### config.mk
export PLATFORM = sky130hd
export DESIGN_NAME = ram_port_arbiter
export DESIGN_NICKNAME = d
export VERILOG_FILES = /design/src/rtl/rv32ima_pkg.sv /design/src/rtl/ram_port_arbiter_pick.sv /design/src/rtl/ram_port_arbiter.sv
export SDC_FILE = /design/constraint.sdc
export NUM_CORES = 1
export LEC_CHECK = 0
export ABC_AREA = 1
export CAP_MARGIN = 0
export CORE_MARGIN = 1
export CORE_UTILIZATION = 43
export CTS_CLUSTER_DIAMETER = 80
export DETAILED_ROUTE_END_ITERATION = 10
export PLACE_DENSITY_LB_ADDON = 0.25
export REMOVE_ABC_BUFFERS = 1
export SLEW_MARGIN = 20
export SYNTH_ARGS = -nofsm -noshare
export SYNTH_HDL_FRONTEND = slang
export SYNTH_SLANG_ARGS = --single-unit
export TNS_END_PERCENT = 5
### constraint.sdc
create_clock -name clk -period 2.15 [get_ports clk]
set_clock_uncertainty 0.15 [all_clocks]
set_input_delay 0.43 -clock clk [delete_from_list [all_inputs] [get_ports clk]]
set_output_delay 0.43 -clock clk [all_outputs]
set_load 0.1 [all_outputs]
### src/rtl/rv32ima_pkg.sv
// Shared core types: word, load/store width, RAM handshake state and the
// RAM port arbiter's state, owner and latched-request types.
package rv32ima_pkg;

  localparam int unsigned XLEN         = 32;
  localparam int unsigned LDST_WIDTH_W = 2;

  typedef logic [XLEN-1:0] word_t;
  typedef logic [LDST_WIDTH_W-1:0] ldst_width_t;

  localparam ldst_width_t LDST_BYTE = 2'd0;
  localparam ldst_width_t LDST_HALF = 2'd1;
  localparam ldst_width_t LDST_WORD = 2'd2;

  typedef enum logic [1:0] {
    RAM_IDLE  = 2'd0,
    RAM_BUSY  = 2'd1,
    RAM_DONE  = 2'd2,
    RAM_ERROR = 2'd3
  } ram_state_t;

  typedef enum logic [1:0] {
    IDLE    = 2'd0,
    GRANT_I = 2'd1,
    GRANT_D = 2'd2,
    RESP    = 2'd3
  } arb_state_t;

  typedef enum logic [1:0] {
    OWN_NONE = 2'd0,
    OWN_IF   = 2'd1,
    OWN_D    = 2'd2
  } arb_owner_t;

  // Request captured at grant time; drives the RAM port for the whole access.
  typedef struct packed {
    logic        wen;
    word_t       addr;
    word_t       wdata;
    ldst_width_t width;
  } ram_req_t;

endpackage

### src/rtl/ram_port_arbiter_pick.sv
// Combinational grant decision: LSU has priority unless fetch has been
// passed over STARVE_MAX times in a row.
module ram_arb_pick #(
  parameter int unsigned STARVE_MAX = 4,
  parameter int unsigned SW         = $clog2(STARVE_MAX + 1)
) (
  input  logic          if_req,
  input  logic          d_req,
  input  logic [SW-1:0] starve_cnt,
  output logic          pick_i_c,
  output logic          pick_d_c
);

  always_comb begin
    pick_d_c = d_req && !(if_req && (starve_cnt == SW'(STARVE_MAX)));
    pick_i_c = if_req && !pick_d_c;
  end

endmodule

### src/rtl/ram_port_arbiter.sv
// Shares the single CPU RAM port between instruction fetch and the LSU,
// one transaction at a time, with fetch starvation protection and a timeout.
module ram_port_arbiter
  import rv32ima_pkg::*;
#(
  parameter int unsigned STARVE_MAX  = 4,
  parameter int unsigned TIMEOUT_CYC = 256
) (
  input  logic                    clk,
  input  logic                    nrst,
  input  logic                    if_req,
  input  logic [31:0]             if_addr,
  output logic [31:0]             if_rdata,
  output logic                    if_done,
  output logic                    if_err,
  input  logic                    d_req,
  input  logic                    d_wen,
  input  logic [31:0]             d_addr,
  input  logic [31:0]             d_wdata,
  input  logic [LDST_WIDTH_W-1:0] d_width,
  output logic [31:0]             d_rdata,
  output logic                    d_done,
  output logic                    d_err,
  output logic [31:0]             ram_addr,
  output logic [31:0]             ram_store,
  output logic                    ram_ren,
  output logic                    ram_wen,
  output logic [LDST_WIDTH_W-1:0] ram_width,
  input  logic [31:0]             ram_load,
  input  ram_state_t              ram_state,
  output arb_owner_t              arb_owner
);

  localparam int unsigned SW    = $clog2(STARVE_MAX + 1);
  localparam int unsigned TMO_W = $clog2(TIMEOUT_CYC + 1);

  arb_state_t       state_q, state_d;
  ram_req_t         req_q, req_d;
  logic [SW-1:0]    starve_q, starve_d;
  logic [TMO_W-1:0] tmo_q, tmo_d;
  logic             ren_d, wen_d;
  arb_owner_t       owner_d;
  logic             if_done_d, if_err_d, d_done_d, d_err_d;
  word_t            if_rdata_d, d_rdata_d;
  logic             pick_i_c, pick_d_c;
  logic             finish_c, resp_err_c;
  word_t            resp_rdata_c;

  ram_arb_pick #(.STARVE_MAX(STARVE_MAX), .SW(SW)) u_pick (
    .if_req     (if_req),
    .d_req      (d_req),
    .starve_cnt (starve_q),
    .pick_i_c   (pick_i_c),
    .pick_d_c   (pick_d_c)
  );

  // Grant ends on RAM completion, RAM error or the last allowed wait cycle.
  assign finish_c     = (ram_state == RAM_DONE) || (ram_state == RAM_ERROR) ||
                        (tmo_q == TMO_W'(TIMEOUT_CYC - 1));
  assign resp_err_c   = (ram_state != RAM_DONE);
  assign resp_rdata_c = ((ram_state == RAM_DONE) && !req_q.wen) ? ram_load : '0;

  assign ram_addr  = req_q.addr;
  assign ram_store = req_q.wdata;
  assign ram_width = req_q.width;

  always_comb begin
    state_d    = state_q;
    req_d      = req_q;
    starve_d   = starve_q;
    tmo_d      = tmo_q;
    ren_d      = ram_ren;
    wen_d      = ram_wen;
    owner_d    = arb_owner;
    if_done_d  = 1'b0;
    if_err_d   = 1'b0;
    if_rdata_d = '0;
    d_done_d   = 1'b0;
    d_err_d    = 1'b0;
    d_rdata_d  = '0;
    unique case (state_q)
      IDLE: begin
        owner_d = OWN_NONE;
        if (!if_req) starve_d = '0;
        if (pick_d_c) begin
          state_d  = GRANT_D;
          owner_d  = OWN_D;
          req_d    = '{wen: d_wen, addr: d_addr, wdata: d_wdata, width: d_width};
          ren_d    = ~d_wen;
          wen_d    = d_wen;
          tmo_d    = '0;
          // Count only grants that made a waiting fetch wait longer.
          if (if_req && (starve_q != SW'(STARVE_MAX))) starve_d = starve_q + SW'(1);
        end else if (pick_i_c) begin
          state_d  = GRANT_I;
          owner_d  = OWN_IF;
          req_d    = '{wen: 1'b0, addr: if_addr, wdata: '0, width: LDST_WORD};
          ren_d    = 1'b1;
          wen_d    = 1'b0;
          tmo_d    = '0;
          starve_d = '0;
        end
      end
      GRANT_I, GRANT_D: begin
        if (finish_c) begin
          state_d = RESP;
          ren_d   = 1'b0;
          wen_d   = 1'b0;
          if (state_q == GRANT_I) begin
            if_done_d  = 1'b1;
            if_err_d   = resp_err_c;
            if_rdata_d = resp_rdata_c;
          end else begin
            d_done_d   = 1'b1;
            d_err_d    = resp_err_c;
            d_rdata_d  = resp_rdata_c;
          end
        end else begin
          tmo_d = tmo_q + TMO_W'(1);
        end
      end
      RESP: begin
        state_d = IDLE;
        owner_d = OWN_NONE;
      end
      default: state_d = IDLE;
    endcase
  end

  always_ff @(posedge clk or negedge nrst) begin
    if (!nrst) begin
      state_q   <= IDLE;
      req_q     <= '0;
      starve_q  <= '0;
      tmo_q     <= '0;
      ram_ren   <= 1'b0;
      ram_wen   <= 1'b0;
      arb_owner <= OWN_NONE;
      if_done   <= 1'b0;
      if_err    <= 1'b0;
      if_rdata  <= '0;
      d_done    <= 1'b0;
      d_err     <= 1'b0;
      d_rdata   <= '0;
    end else begin
      state_q   <= state_d;
      req_q     <= req_d;
      starve_q  <= starve_d;
      tmo_q     <= tmo_d;
      ram_ren   <= ren_d;
      ram_wen   <= wen_d;
      arb_owner <= owner_d;
      if_done   <= if_done_d;
      if_err    <= if_err_d;
      if_rdata  <= if_rdata_d;
      d_done    <= d_done_d;
      d_err     <= d_err_d;
      d_rdata   <= d_rdata_d;
    end
  end

endmodule

==> results of run 1 <==
==> worst register-to-register path, stage by stage, from the launching register on <==
cell and delay (ns):
sky130_fd_sc_hd__dfrtp_1 0.38, sky130_fd_sc_hd__ha_1 0.18, sky130_fd_sc_hd__nand4_1 0.12, sky130_fd_sc_hd__nor3_1 0.18, sky130_fd_sc_hd__ha_1 0.19, sky130_fd_sc_hd__inv_2 0.03, sky130_fd_sc_hd__nand2_1 0.07, sky130_fd_sc_hd__nand2_1 0.09
sky130_fd_sc_hd__nor2_1 0.17, sky130_fd_sc_hd__inv_2 0.07, sky130_fd_sc_hd__buf_12 0.17, sky130_fd_sc_hd__nor2_1 0.13
==> kinds of logic (layout without fill, tap and decap cells) <==
logic type      count (synthesis)  in the layout  share of synthesized area, %
simple gates                  336            336                          20.7
flops                         153            153                          58.5
buf+inv                       129            355                          12.5
compound gates                 85             85                          6.85
fa+ha+maj                       7              7                          1.34
xor+xnor                        1              1                         0.134
other cells                     0              1                             0
==> per-stage QoR <==
| stage | std cells | power [W] | setup slack [ns] | hold WS (ns) | instance area, um2 |
|---|---|---|---|---|---|
| after global placement | 1088 | 0.0136 | 0.132 | 0.247 | 8760 |
| after detailed placement | 1088 | 0.0138 | 0.0785 | 0.249 | 8760 |
| after floorplan | 609 | 0.0112 | -0.321 | -0.0156 | 5830 |
| after global routing | 1122 | 0.0173 | -0.0414 | 0.344 | 9350 |
| final | 1122 | 0.0166 | 0.162 | 0.331 | 9350 |
| after CTS | 1121 | 0.0167 | 0.136 | 0.335 | 9340 |
==> layout by cell type, fill, tap and decap left out, types with 2 or more instances in the layout <==
cell,Yosys,routed
sky130_fd_sc_hd__a21oi_1,65,64
sky130_fd_sc_hd__buf_12,0,11
sky130_fd_sc_hd__buf_4,70,148
sky130_fd_sc_hd__clkbuf_16,0,17
sky130_fd_sc_hd__clkdlybuf4s50_1,0,135
sky130_fd_sc_hd__clkinv_4,0,2
sky130_fd_sc_hd__clkinvlp_4,0,3
sky130_fd_sc_hd__dfrtp_1,153,153
sky130_fd_sc_hd__ha_1,7,7
sky130_fd_sc_hd__inv_1,17,17
sky130_fd_sc_hd__inv_2,10,9
sky130_fd_sc_hd__inv_6,0,4
sky130_fd_sc_hd__inv_8,0,2
sky130_fd_sc_hd__nand2_1,175,175
sky130_fd_sc_hd__nand2_2,2,2
sky130_fd_sc_hd__nand3_1,41,41
sky130_fd_sc_hd__nand4_1,5,5
sky130_fd_sc_hd__nor2_1,107,107
sky130_fd_sc_hd__nor3_1,2,2
sky130_fd_sc_hd__o21ai_0,5,5
sky130_fd_sc_hd__o21ai_1,7,7
sky130_fd_sc_hd__o21ai_2,3,3
sky130_fd_sc_hd__o22ai_1,2,2
==> worst max path at each step <==
stage,startpoint,cells after the start,end,slack [ns]
2_1_floorplan,state_q[0],6,ram_wen,-0.32
3_3_place_gp,if_req,8,ram_wen,0.13
3_5_place_dp,if_req,8,ram_wen,0.08
4_1_cts,tmo_q[1],11,if_rdata[24],0.14
5_1_grt,tmo_q[1],11,d_rdata[31],-0.04
6_report,tmo_q[1],11,if_rdata[0],0.16
==> state kept, by name, indices dropped and copies added (netlist names), 3 cells and up <==
signal / cells
d_rdata: 32
if_rdata: 32
ram_addr: 32
ram_store: 32
starve_q: 3
tmo_q: 9
==> synthesized netlist by cell type, drive strengths merged <==
cell      n  share of area (%)
inv      27                1.5
o21ai    15                1.3
a22o      1               0.13
xnor2     1               0.13
o21bai    1               0.11
buf      97                 11
o31ai     1               0.11
nand3    41                3.1
nand2   177                 10
nand4     5               0.48
nor3      3               0.31
dfrtp   153                 59
a21oi    65                5.0
or2       1              0.096
clkbuf    5               0.29
o22ai     2               0.19
nor2    109                6.4
ha        7                1.3
==> cell type report <==
cell class                      count  area (um2)  share of cell area [%]
Timing Repair Buffer              296        2700                    28.9
Clock buffer                       19         443                    4.74
Antenna cell                        1        2.50                  0.0268
Multi-Input combinational cell    429        1910                    20.4
Tap cell                          184         230                    2.46
Inverter                           27         104                    1.11
Clock inverter                     13         133                    1.42
Sequential cell                   153        3830                    40.9
==> power breakdown <==
part / switching, W / total (W) / internal, W
Clock: 0.00125 / 0.00290 / 0.00165
Combinational: 0.00757 / 0.00956 / 0.00199
Sequential: 0.000436 / 0.00412 / 0.00369
==> routing by layer <==
| layer | part of all wire [%] | GRT usage [%] |
|---|---|---|
| met5 | 0 | 0 |
| met4 | 2.7 | 9.11 |
| met3 | 9.6 | 8.26 |
| met2 | 47 | 37.3 |
| met1 | 41 | 29.1 |
==> repair_timing <==
action | CTS | global route
endpoints found under the hold margin | 41 | 0
hold buffers | 1 | 0
resized for setup | 0 | 2
setup endpoints to repair | 0 | 58
==> out/results.txt, run 1 <==
Routed vias - 5,339
Register clock-pin slew on the reported worst setup and hold paths - 0.06 ns
Root buffer cell - sky130_fd_sc_hd__clkbuf_16
Num Clock Sinks - 153
Insertion delay of the later-clocked pin in the worst-skew pair - 0.42 ns
Worst Hold Endpoint - ram_store[31]
Initial antenna violation count - 1
Worst path slowest cell - sky130_fd_sc_hd__dfrtp_1
Vias per std cell - 4.76
Grt ovf - 0
Number of filler cells placed in the layout - 1,235
Post-CTS setup repair buffer count - 0
Buffers from clock root to sink, at most - 2
Antenna Violating Nets Remaining - 0
Count of final hold-check violations - 0
Initial core utilization - 44.5%
Kind of end point of the critical path - register
Required time worst endpoint - 2.35 ns
Unrepaired setup endpoints after global routing - true
Worst Path Arrival - 2.19 ns
Cell-by-cell listing of the critical path - ha_1 > nand4_1 > nor3_1 > ha_1 > inv_2 > nand2_1 > nand2_1 > nor2_1 > inv_2 > buf_12 > nor2_1
Router iterations before antenna repair - 8
Number of buffers created by CTS - 17
Largest net degree at the start of global routing - 69
CP Max Fanout - 33
Post-route core utilization - 63.6%
Global routing usage summed across all routing layers - 23.4%
Run status - finished with violations
Part of the Yosys area used for sequential elements - 58.5%
Count of distinct cell types in the synthesized netlist - 28
Highest ir drop seen on vdd - 0.878 mV
Routed wire per std cell - 15.6 um
Top cell family by delay on the critical path - simple AND/OR/NAND/NOR gates
Count of warnings emitted by yosys - 0
Width of the die - 125 um
Number of top-level pins - 275
Global-route wire length before repair - 28,200 um
Launch instance of the worst register-to-register path - tmo_q[1]
Pwr/cell area - 1770 nW/um2
Pin slew with the least headroom to its limit - 0.456 ns
Hold crit path type - reg2reg
DRC viols - 23
Number of DRC violations after detailed-routing iteration 0 - 356
Crit path buf inv count - 3
Kind of start point of the critical path - register
Share of layout cells above drive strength 1 - 22.5%
Drt total wl - 17,500 um
Violations in the final reports - design-rule violations
Register-to-register setup slack - 0.16 ns
Area of the die - 15,700 um2
CTS tree - built
Detailed placer's ending HPWL - 12,400 um
Worst rel slew slack - 69.6%
Setup Viol. Count Final - 0
#FFs+latches synth - 153
Fmax - 503 MHz
IO Port Bufs - 274
Hold-critical path depth - 2
Net count reported at finish - 1,068
Max-capacitance violation count - 0
Share of the clock period used by the worst path after layout - 92.5%
Via count of the first global-routing pass - 5,214
CTS HTree Levels - 4
Mapped Area - 6540 um2
Total Negative Setup Slacks - 0 ns
WS Path Type - reg2reg
Area growth from synthesis to layout - 42.9%
CP peak stage delay - 0.38 ns
Cell depth of the worst flop-to-flop path - 11
Max Slew Vio Count - 0
Worst reg2reg path endpoint - if_rdata[0]
Clock period minus worst slack - 1.99 ns
GP Congestion - 0.793
Std cell rows - 44
Hold_sp - ram_store[31]
Synthesized area divided by synthesized cell count - 9.20 um2
Leakage power of the design - 4.60 nW
Syn Inst Count - 711
Vertical die dimension - 125 um
Core outline area - 14,700 um2
Power figures use the tool's default switching activity.
==> inputs of run 2 (changes only) <==
--- a/config.mk
+++ b/config.mk
@@ -7,8 +7,10 @@
 export LEC_CHECK = 0
 export ABC_AREA = 1
 export CAP_MARGIN = 0
+export CELL_PAD_IN_SITES_DETAIL_PLACEMENT = 2
+export CELL_PAD_IN_SITES_GLOBAL_PLACEMENT = 2
 export CORE_MARGIN = 1
-export CORE_UTILIZATION = 43
+export CORE_UTILIZATION = 22
 export CTS_CLUSTER_DIAMETER = 80
 export DETAILED_ROUTE_END_ITERATION = 10
 export PLACE_DENSITY_LB_ADDON = 0.25
==> constraint.sdc (replaced) <==
create_clock -name clk -period 1.65 [get_ports clk]
set_clock_uncertainty 0.15 [all_clocks]
set_input_delay 0.33 -clock clk [delete_from_list [all_inputs] [get_ports clk]]
set_output_delay 0.33 -clock clk [all_outputs]
set_load 0.1 [all_outputs]
==> out/results.txt, run 2 (same netlist as run 1, synthesis figures left out) <==
Number of top-level pins - 275 (unchanged)
Number of filler cells placed in the layout - 3,002 (was 1,235)
Clock period minus worst slack - 1.99 ns (about the same)
Leakage power of the design - 5.32 nW (was 4.60 nW)
Register-to-register setup slack - -0.34 ns (was 0.16 ns)
Hold crit path type - in2async (was reg2reg)
Unrepaired setup endpoints after global routing - true (unchanged)
Worst Path Arrival - 2.19 ns (about the same)
Violations in the final reports - negative setup slack (was design-rule violations)
Initial antenna violation count - 1 (unchanged)
Total non-filler cell area in the finished layout - 11,900 um2 (was 9350 um2)
Vias per std cell - 4.30 (was 4.76)
Share of layout cells above drive strength 1 - 31.1% (was 22.5%)
Buffers from clock root to sink, at most - 2 (unchanged)
Area of all sequential standard cells - 3830 um2 (unchanged)
Final Non-Filler Cells - 1,358 (was 1,122)
Std cell rows - 62 (was 44)
DRC viols - 0 (was 23)
CTS HTree Levels - 4 (unchanged)
Insertion delay of the later-clocked pin in the worst-skew pair - 0.43 ns (was 0.42 ns)
Pwr/cell area - 2180 nW/um2 (was 1770 nW/um2)
Worst rel slew slack - 75.5% (was 69.6%)
Worst reg2reg path endpoint - d_rdata[25] (was if_rdata[0])
Fmax - 504 MHz (was 503 MHz)
IO Port Bufs - 274 (unchanged)
Cell-by-cell listing of the critical path - ha_2 > nand4_1 > nor3_2 > ha_2 > inv_2 > nand2_4 > nand2_4 > nor2_4 > inv_4 > buf_12 > nor2_2 (was ha_1 > nand4_1 > nor3_1 > ha_1 > inv_2 > nand2_1 > nand2_1 > nor2_1 > inv_2 > buf_12 > nor2_1)
CP Max Fanout - 17 (was 33)
Multi-input gate area in the final layout - 2090 um2 (was 1910 um2)
DP Cell Count - 1,316 (was 1,088)
Setup Viol. Count Final - 82 (was 0)
Post-placement cell area - 11,000 um2 (was 8760 um2)
Post-layout total power - 0.0259 W (was 0.0166 W)
Global routing usage summed across all routing layers - 16.6% (was 23.4%)
Required time worst endpoint - 1.86 ns (was 2.35 ns)
Cell depth of the worst flop-to-flop path - 11 (unchanged)
Vertical die dimension - 174 um (was 125 um)
Register clock-pin slew on the reported worst setup and hold paths - 0.07 ns (was 0.06 ns)
Area growth from synthesis to layout - 81.9% (was 42.9%)
Root buffer cell - sky130_fd_sc_hd__clkbuf_16 (unchanged)
Number of DRC violations after detailed-routing iteration 0 - 271 (was 356)
Max Slew Vio Count - 0 (unchanged)
Routed vias - 5,834 (was 5,339)
Commonest cells after routing, fill and taps aside - 169 x sky130_fd_sc_hd__nand2_1, 153 x sky130_fd_sc_hd__dfrtp_1, 150 x sky130_fd_sc_hd__buf_12 (was 175 x sky130_fd_sc_hd__nand2_1, 153 x sky130_fd_sc_hd__dfrtp_1, 148 x sky130_fd_sc_hd__buf_4)
Global-route wire length before repair - 38,300 um (was 28,200 um)
Num Clock Sinks - 153 (unchanged)
Commonest non-fill, non-tap cell in the layout - sky130_fd_sc_hd__nand2_1 (unchanged)
Via count of the first global-routing pass - 6,492 (was 5,214)
Grt ovf - 0 (unchanged)
Detailed placer's ending HPWL - 17,800 um (was 12,400 um)
Drt total wl - 25,000 um (was 17,500 um)
CTS tree - built (unchanged)
Routed wire per std cell - 18.4 um (was 15.6 um)
Max-capacitance violation count - 0 (unchanged)
Highest ir drop seen on vdd - 0.610 mV (was 0.878 mV)
Launch instance of the worst register-to-register path - tmo_q[1] (unchanged)
Kind of start point of the critical path - register (unchanged)
Area of the die - 30,400 um2 (was 15,700 um2)
CP peak stage delay - 0.36 ns (was 0.38 ns)
Antenna Violating Nets Remaining - 0 (unchanged)
GP Congestion - 0.768 (was 0.793)
Router iterations before antenna repair - 4 (was 8)
Number of buffers created by CTS - 17 (unchanged)
WS Path Type - reg2reg (unchanged)
Width of the die - 174 um (was 125 um)
Crit path launch - tmo_q[1] (unchanged)
Share of the clock period used by the worst path after layout - 120% (was 92.5%)
Net count reported at finish - 1,106 (was 1,068)
Initial core utilization - 22.5% (was 44.5%)
Count of final hold-check violations - 0 (unchanged)
Worst path slowest cell - sky130_fd_sc_hd__dfrtp_1 (unchanged)
Post-route worst hold slack - 0.218 ns (was 0.331 ns)
Post-placement setup slack - -0.398 ns (was 0.0785 ns)
Final critical-path setup slack - -0.335 ns (was 0.162 ns)
Run status - finished with violations (unchanged)
Number of diodes - 0 (was 1)
Kind of end point of the critical path - register (unchanged)
Pin slew with the least headroom to its limit - 0.368 ns (was 0.456 ns)
Largest net degree at the start of global routing - 67 (was 69)
Core outline area - 29,000 um2 (was 14,700 um2)
-- run 2: timing repair --
action,CTS,global route
cloned,1,2
endpoints found under the hold margin,41,0
pin swaps,1,4
setup buffers,3,4
hold buffers,1,0
resized for setup,35,40
endpoints found under the setup margin,108,141
-- run 2: routing by layer --
layer,track usage [%],wire [um],vias to the layer above
met4,3.84,258,2
li1,-,-,2690
met5,0,13,-
met3,7.85,2530,20
met1,19.6,10100,2900
met2,27.1,12100,222
-- run 2: cell type report --
cell class / instances / area share (%)
well taps: 384 / 4.04
flip-flops and latches: 153 / 32.2
clock buffers: 17 / 3.57
repair buffers: 334 / 40.3
multi-input cells: 429 / 17.6
inverters: 27 / 0.957
clock inverters: 14 / 1.34
-- run 2: where the power goes --
part,leakage [nW],internal [W],switching [W],total [W]
Sequential,2.00,0.00481,0.00111,0.00592
Clock,0.284,0.00214,0.00182,0.00396
Combinational,3.03,0.00557,0.0105,0.0160
Total,5.32,0.0125,0.0134,0.0259
-- run 2: worst max path at each step --
stage,end,slack (ns),depth (start not counted)
after floorplan,ram_wen,-0.82,6
after detailed placement,d_rdata[25],-0.40,11
after global routing,tmo_q[7],-0.47,12
final,d_rdata[25],-0.34,11
after global placement,ram_addr[19],-0.29,7
after CTS,if_rdata[3],-0.28,11
-- run 2: critical path: cells and delay by family (launching register included) --
kind	cells	cell delay (ns)
and+or+nand+nor	6	0.73
adders and majority gates	2	0.38
DFF	1	0.36
buffers and inverters	3	0.28
-- run 2: through the flow --
| step | TNS (ns) | util, % |
|---|---|---|
| after floorplan | -68.14 | - |
| after global placement | -30.86 | 37.8 |
| after detailed placement | -43.30 | 37.8 |
| after CTS | -20.16 | 40.4 |
| after global routing | -35.74 | 41.0 |
| final | -23.62 | 41.0 |
==> inputs of run 3 (changes only) <==
--- a/config.mk
+++ b/config.mk
@@ -6,7 +6,7 @@
 export NUM_CORES = 1
 export LEC_CHECK = 0
 export ABC_AREA = 1
-export CAP_MARGIN = 0
+export CAP_MARGIN = 20
 export CELL_PAD_IN_SITES_DETAIL_PLACEMENT = 2
 export CELL_PAD_IN_SITES_GLOBAL_PLACEMENT = 2
 export CORE_MARGIN = 1
==> results of run 3 <==
Same layout as run 2: the final DEF is identical, and so are final timing and power.
